### src/rtl/alu_exec_sequencer.sv
// alu_exec_sequencer: holds ALU operands for a per-opcode settle interval, then captures OUT/ZERO.
// Define ALU_EXEC_FAST_LOGIC_EN to give shift/and/or/nor opcodes (0x4-0x8) a one-cycle settle.
module alu_exec_sequencer #(
   parameter int DATA_WIDTH        = 32,
   parameter int SETTLE_CYCLES     = 4,
   parameter int MUL_SETTLE_CYCLES = 8
) (
   input  logic                  CLK,
   input  logic                  RST,
   input  logic                  REQ_VALID,
   output logic                  REQ_READY,
   input  logic [DATA_WIDTH-1:0] REQ_OP1,
   input  logic [DATA_WIDTH-1:0] REQ_OP2,
   input  logic [5:0]            REQ_OPRN,
   output logic [DATA_WIDTH-1:0] ALU_OP1,
   output logic [DATA_WIDTH-1:0] ALU_OP2,
   output logic [5:0]            ALU_OPRN,
   input  logic [DATA_WIDTH-1:0] ALU_OUT,
   input  logic                  ALU_ZERO,
   output logic                  RES_VALID,
   input  logic                  RES_READY,
   output logic [DATA_WIDTH-1:0] RES_DATA,
   output logic                  RES_ZERO,
   output logic                  RES_ILLEGAL,
   output logic                  BUSY
);
   localparam logic [1:0] IDLE = 2'd0, SETTLE = 2'd1, DONE = 2'd2;
   localparam logic [3:0] SET_M1 = 4'(SETTLE_CYCLES - 1), MUL_M1 = 4'(MUL_SETTLE_CYCLES - 1);
   logic [1:0] state;
   logic [3:0] cnt, load_cnt;
   logic       accept, req_illegal, alu_illegal, fast;
`ifdef ALU_EXEC_FAST_LOGIC_EN
   assign fast = REQ_OPRN >= 6'h4 && REQ_OPRN <= 6'h8;
`else
   assign fast = 1'b0;
`endif
   assign REQ_READY   = state == IDLE || (state == DONE && RES_READY);
   assign accept      = REQ_VALID && REQ_READY;
   assign req_illegal = REQ_OPRN == 6'h0 || REQ_OPRN > 6'h9;
   assign alu_illegal = ALU_OPRN == 6'h0 || ALU_OPRN > 6'h9;
   assign load_cnt    = (req_illegal || fast) ? 4'd0 : REQ_OPRN == 6'h3 ? MUL_M1 : SET_M1;
   assign RES_VALID   = state == DONE;
   assign BUSY        = state == SETTLE;
   always_ff @(posedge CLK or negedge RST) begin
      if (!RST) begin
         state       <= IDLE;
         cnt         <= 4'd0;
         ALU_OP1     <= '0;
         ALU_OP2     <= '0;
         ALU_OPRN    <= '0;
         RES_DATA    <= '0;
         RES_ZERO    <= 1'b0;
         RES_ILLEGAL <= 1'b0;
      end else if (accept) begin
         ALU_OP1  <= REQ_OP1;
         ALU_OP2  <= REQ_OP2;
         ALU_OPRN <= REQ_OPRN;
         cnt      <= load_cnt;
         state    <= SETTLE;
      end else if (state == SETTLE) begin
         if (cnt == 4'd0) begin
            RES_DATA    <= ALU_OUT;
            RES_ZERO    <= ALU_ZERO;
            RES_ILLEGAL <= alu_illegal;
            state       <= DONE;
         end else begin
            cnt <= cnt - 4'd1;
         end
      end else if (state == DONE && RES_READY) begin
         state <= IDLE;
      end
   end
endmodule

### config.mk
export PLATFORM = sky130hd
export DESIGN_NAME = alu_exec_sequencer
export DESIGN_NICKNAME = d
export VERILOG_FILES = /design/src/rtl/alu_exec_sequencer.sv
export SDC_FILE = /design/constraint.sdc
export NUM_CORES = 1
export LEC_CHECK = 0
export CAP_MARGIN = 40
export CORE_UTILIZATION = 37
export DETAILED_ROUTE_END_ITERATION = 10
export PLACE_DENSITY = 0.85
export SYNTH_ARGS = -nofsm -noshare
export SYNTH_HDL_FRONTEND = slang
export SYNTH_SLANG_ARGS = --single-unit
### constraint.sdc
create_clock -name CLK -period 1.7 [get_ports CLK]
set_input_delay 0.425 -clock CLK [delete_from_list [all_inputs] [get_ports CLK]]
set_output_delay 0.425 -clock CLK [all_outputs]
set_load 0.01 [all_outputs]
==> results by group <==
Yosys
  • Number of distinct library cells after synthesis: 27
  • Area of the mapped netlist: 4430 sq um
  • Post-synth net total: 377
  • Number of flip-flops and latches in the synthesized netlist: 110
  • Sequential element share of the synthesized area: 62.2%
  • Count of yosys warnings during synthesis: 0
  • Post-synthesis area per instance: 16.5 sq um
  • Synthesized instance count: 269

Floorplanning
  • Die width: 111 um
  • Ports: 214
  • Initial Utilization: 38.5%
  • Die Ht: 111 um
  • Core Region: 11500 sq um
  • Row count: 39
  • Die area: 12400 sq um

Worst setup path
  • Cell Chain, Critical Path: clkdlybuf4s50_1
  • CP arrival: 1240 ps
  • Worst setup SP type: flip-flop
  • CP Max Fanout: 2
  • Combined buffer and inverter count along the critical path: 1
  • Required time at the endpoint of the critical path: 1270 ps
  • Largest stage delay on the critical path: 540 ps
  • Worst Setup SP: ALU_OP1[7]$_DFFE_PN0N_
  • Slowest cell on the critical path: sky130_fd_sc_hd__clkdlybuf4s50_1
  • FF-to-FF Start: cnt[1]$_DFFE_PN0P_
  • Setup Crit Path Kind: flip-flop to output port
  • Cell type group with the largest total delay on the critical path: buffers and inverters
  • Nature of the critical path endpoint: output port

Global route
  • Global-route wire length before repair: 17500 um
  • Number of global-route vias before repair: 3353
  • Number of antenna violations at the first check in global routing: 0
  • Maximum number of pins on one net before global-route repair: 111
  • Total global routing track utilization: 18.3%
  • GRT overflow: 0

Power and ir drop
  • Power per cell area: 1820 nW/um^2
  • Worst IR Drop VDD: 1140 uV
  • Static leakage: 3.72 nW

Finish
  • Most common library cell in the layout ignoring fill and taps: sky130_fd_sc_hd__clkdlybuf4s50_1
  • Ant. Diodes: 0
  • Post-route standard cell area excluding fillers: 7340 sq um
  • Final cell utilization of the core: 63.7%
  • Commonest cells after routing, fill and taps aside: sky130_fd_sc_hd__clkdlybuf4s50_1, sky130_fd_sc_hd__dfrtp_1, sky130_fd_sc_hd__mux2_2
  • Synth-to-Final Area Change: 65.7%
  • Share of layout cells above drive strength 1: 29.6%
  • Final #Nets: 617

Timing
  • Worst Skew: 5.44 ps
  • Number of pins exceeding their max-slew limit in the final report: 0
  • PnR worst setup slack: 32.9 ps
  • Worst max-slew margin expressed relative to the limit: 58.5%
  • Final critical delay including setup and external delays: 1670 ps
  • Setup violation total in the final timing report: 0
  • Actual slew at the worst max-slew pin: 623 ps
  • Period utilisation layout: 98.1%
  • Final total negative setup slack: 0 ps
  • Worst hold slack: 76.8 ps
  • Count of final hold-check violations: 0
  • Upper clock frequency limit: 0.600 GHz

Clock network
  • TritonCTS clock tree: yes
  • Clock latency of the later-clocked register in the worst-skew pair: 350 ps
  • CTS root buffer: sky130_fd_sc_hd__clkbuf_16
  • Buffers from clock root to sink, at most: 2
  • Number of clock sinks: 110
  • CTS clock-pin slew for the worst setup and hold paths: 80 ps
  • Num CTS Buffers: 9
  • Clock H-tree levels: 3

Route
  • DR iter-0 viols: 149
  • Via count of the routed design: 3129
  • DR WL/cell: 16.8 um
  • Total iterations of the first detailed-routing run: 7
  • Total wire length after detailed routing: 11100 um
  • DR vias/cell: 4.76
  • Number of nets still failing antenna checks after routing: 0
  • Detailed-route DRC error count: 28

Placed design
  • Detailed placer's ending HPWL: 7970 um
  • IO Port Bufs: 213
  • Routability Congestion: 0.799
  • Worst setup slack after placement: -351 ps
  • Area of placed instances: 6860 sq um

Status
  • Violated checks: design-rule violations
  • Result of the run: finished, violations left

Worst hold path
  • Hold Path Class: input port to asynchronous set/reset pin

Run
  • Count of maximum capacitance violations: 0
==> power breakdown <==
part           internal [mW]  switching [mW]
Sequential              3.97           0.730
Clock                   1.36           0.986
Combinational           3.90            2.41
==> through the flow <==
step,power [mW],std cells
2_1_floorplan,7.83,269
3_3_place_gp,11.3,637
3_5_place_dp,11.5,637
4_1_cts,13.6,655
5_1_grt,14.1,657
6_report,13.4,657
==> logic make-up after synthesis <==
group | share of synthesized area (%)
muxes | 29.7
and+or+nand+nor | 3.79
DFF | 62.2
buffers and inverters | 2.85
adders and majority gates | 0.283
AOI/OAI and AO/OA | 1.24
==> registers in the layout, indices dropped and copies added (netlist names) <==
name         flops
ALU_OP1         32
ALU_OP2         32
RES_DATA        32
ALU_OPRN         6
cnt              4
state            2
RES_ILLEGAL      1
RES_ZERO         1
==> layout make-up <==
type	count	area (sq um)
fill	844	4180
tap	143	179
sequential	110	2750
clock inverter	6	100
multi-input combinational	145	1580
timing repair buffer	241	2480
clock buffer	10	239
inverter	2	7.51
==> per-layer routing <==
| layer | vias up | track usage [%] | wire (um) |
|---|---|---|---|
| met5 | - | 0 | 0 |
| met4 | 0 | 6.04 | 226 |
| met3 | 17 | 7.40 | 948 |
| met2 | 140 | 32.5 | 5790 |
| met1 | 1540 | 19.9 | 4090 |
| li1 | 1432 | - | - |
==> final timing paths <==
check	endpoint	slack, ps	cells after the start
hold / removal	ALU_OP1[27]$_DFFE_PN0N_	80	2
max in group asynchronous	RES_DATA[26]$_DFFE_PN0P_	1100	2
setup / recovery	ALU_OP1[7]	30	1
min in group CLK	ALU_OP1[28]$_DFFE_PN0N_	490	1
setup reg to reg	RES_DATA[3]$_DFFE_PN0P_	50	6
hold reg to reg	ALU_OP1[28]$_DFFE_PN0N_	490	1
==> cells in the mapped netlist <==
library cell	n	share of area [%]
sky130_fd_sc_hd__dfrtp_1	110	62
sky130_fd_sc_hd__mux2_2	69	18
sky130_fd_sc_hd__mux2_4	30	10
sky130_fd_sc_hd__buf_6	9	2.3
sky130_fd_sc_hd__nor2_1	6	0.51
sky130_fd_sc_hd__mux2_1	5	1.3
sky130_fd_sc_hd__nor2b_1	5	0.71
sky130_fd_sc_hd__nand3_1	4	0.45
sky130_fd_sc_hd__o21ai_0	4	0.45
sky130_fd_sc_hd__mux2i_1	3	0.68
sky130_fd_sc_hd__buf_2	2	0.23
sky130_fd_sc_hd__inv_1	2	0.17
sky130_fd_sc_hd__nand2_1	2	0.17
sky130_fd_sc_hd__nand2b_1	2	0.28
sky130_fd_sc_hd__nand3b_1	2	0.34
sky130_fd_sc_hd__o22ai_1	2	0.28
sky130_fd_sc_hd__or4_1	2	0.34
sky130_fd_sc_hd__a21oi_1	1	0.11
sky130_fd_sc_hd__a221o_1	1	0.23
sky130_fd_sc_hd__buf_4	1	0.17
sky130_fd_sc_hd__ha_1	1	0.28
sky130_fd_sc_hd__nand2_4	1	0.25
sky130_fd_sc_hd__nand4_1	1	0.14
sky130_fd_sc_hd__nor3_1	1	0.11
sky130_fd_sc_hd__nor3b_2	1	0.28
sky130_fd_sc_hd__o211ai_1	1	0.17
sky130_fd_sc_hd__or3b_1	1	0.20
==> what timing repair did <==
action | CTS | global route
hold endpoints to repair | 0 | 0
endpoints found under the setup margin | 70 | 88
setup buffers | 2 | 1
cloned | 0 | 1
pin swaps | 1 | 2
hold buffers | 0 | 0
gates resized for setup | 48 | 57
(Power assumes the default switching activity.)
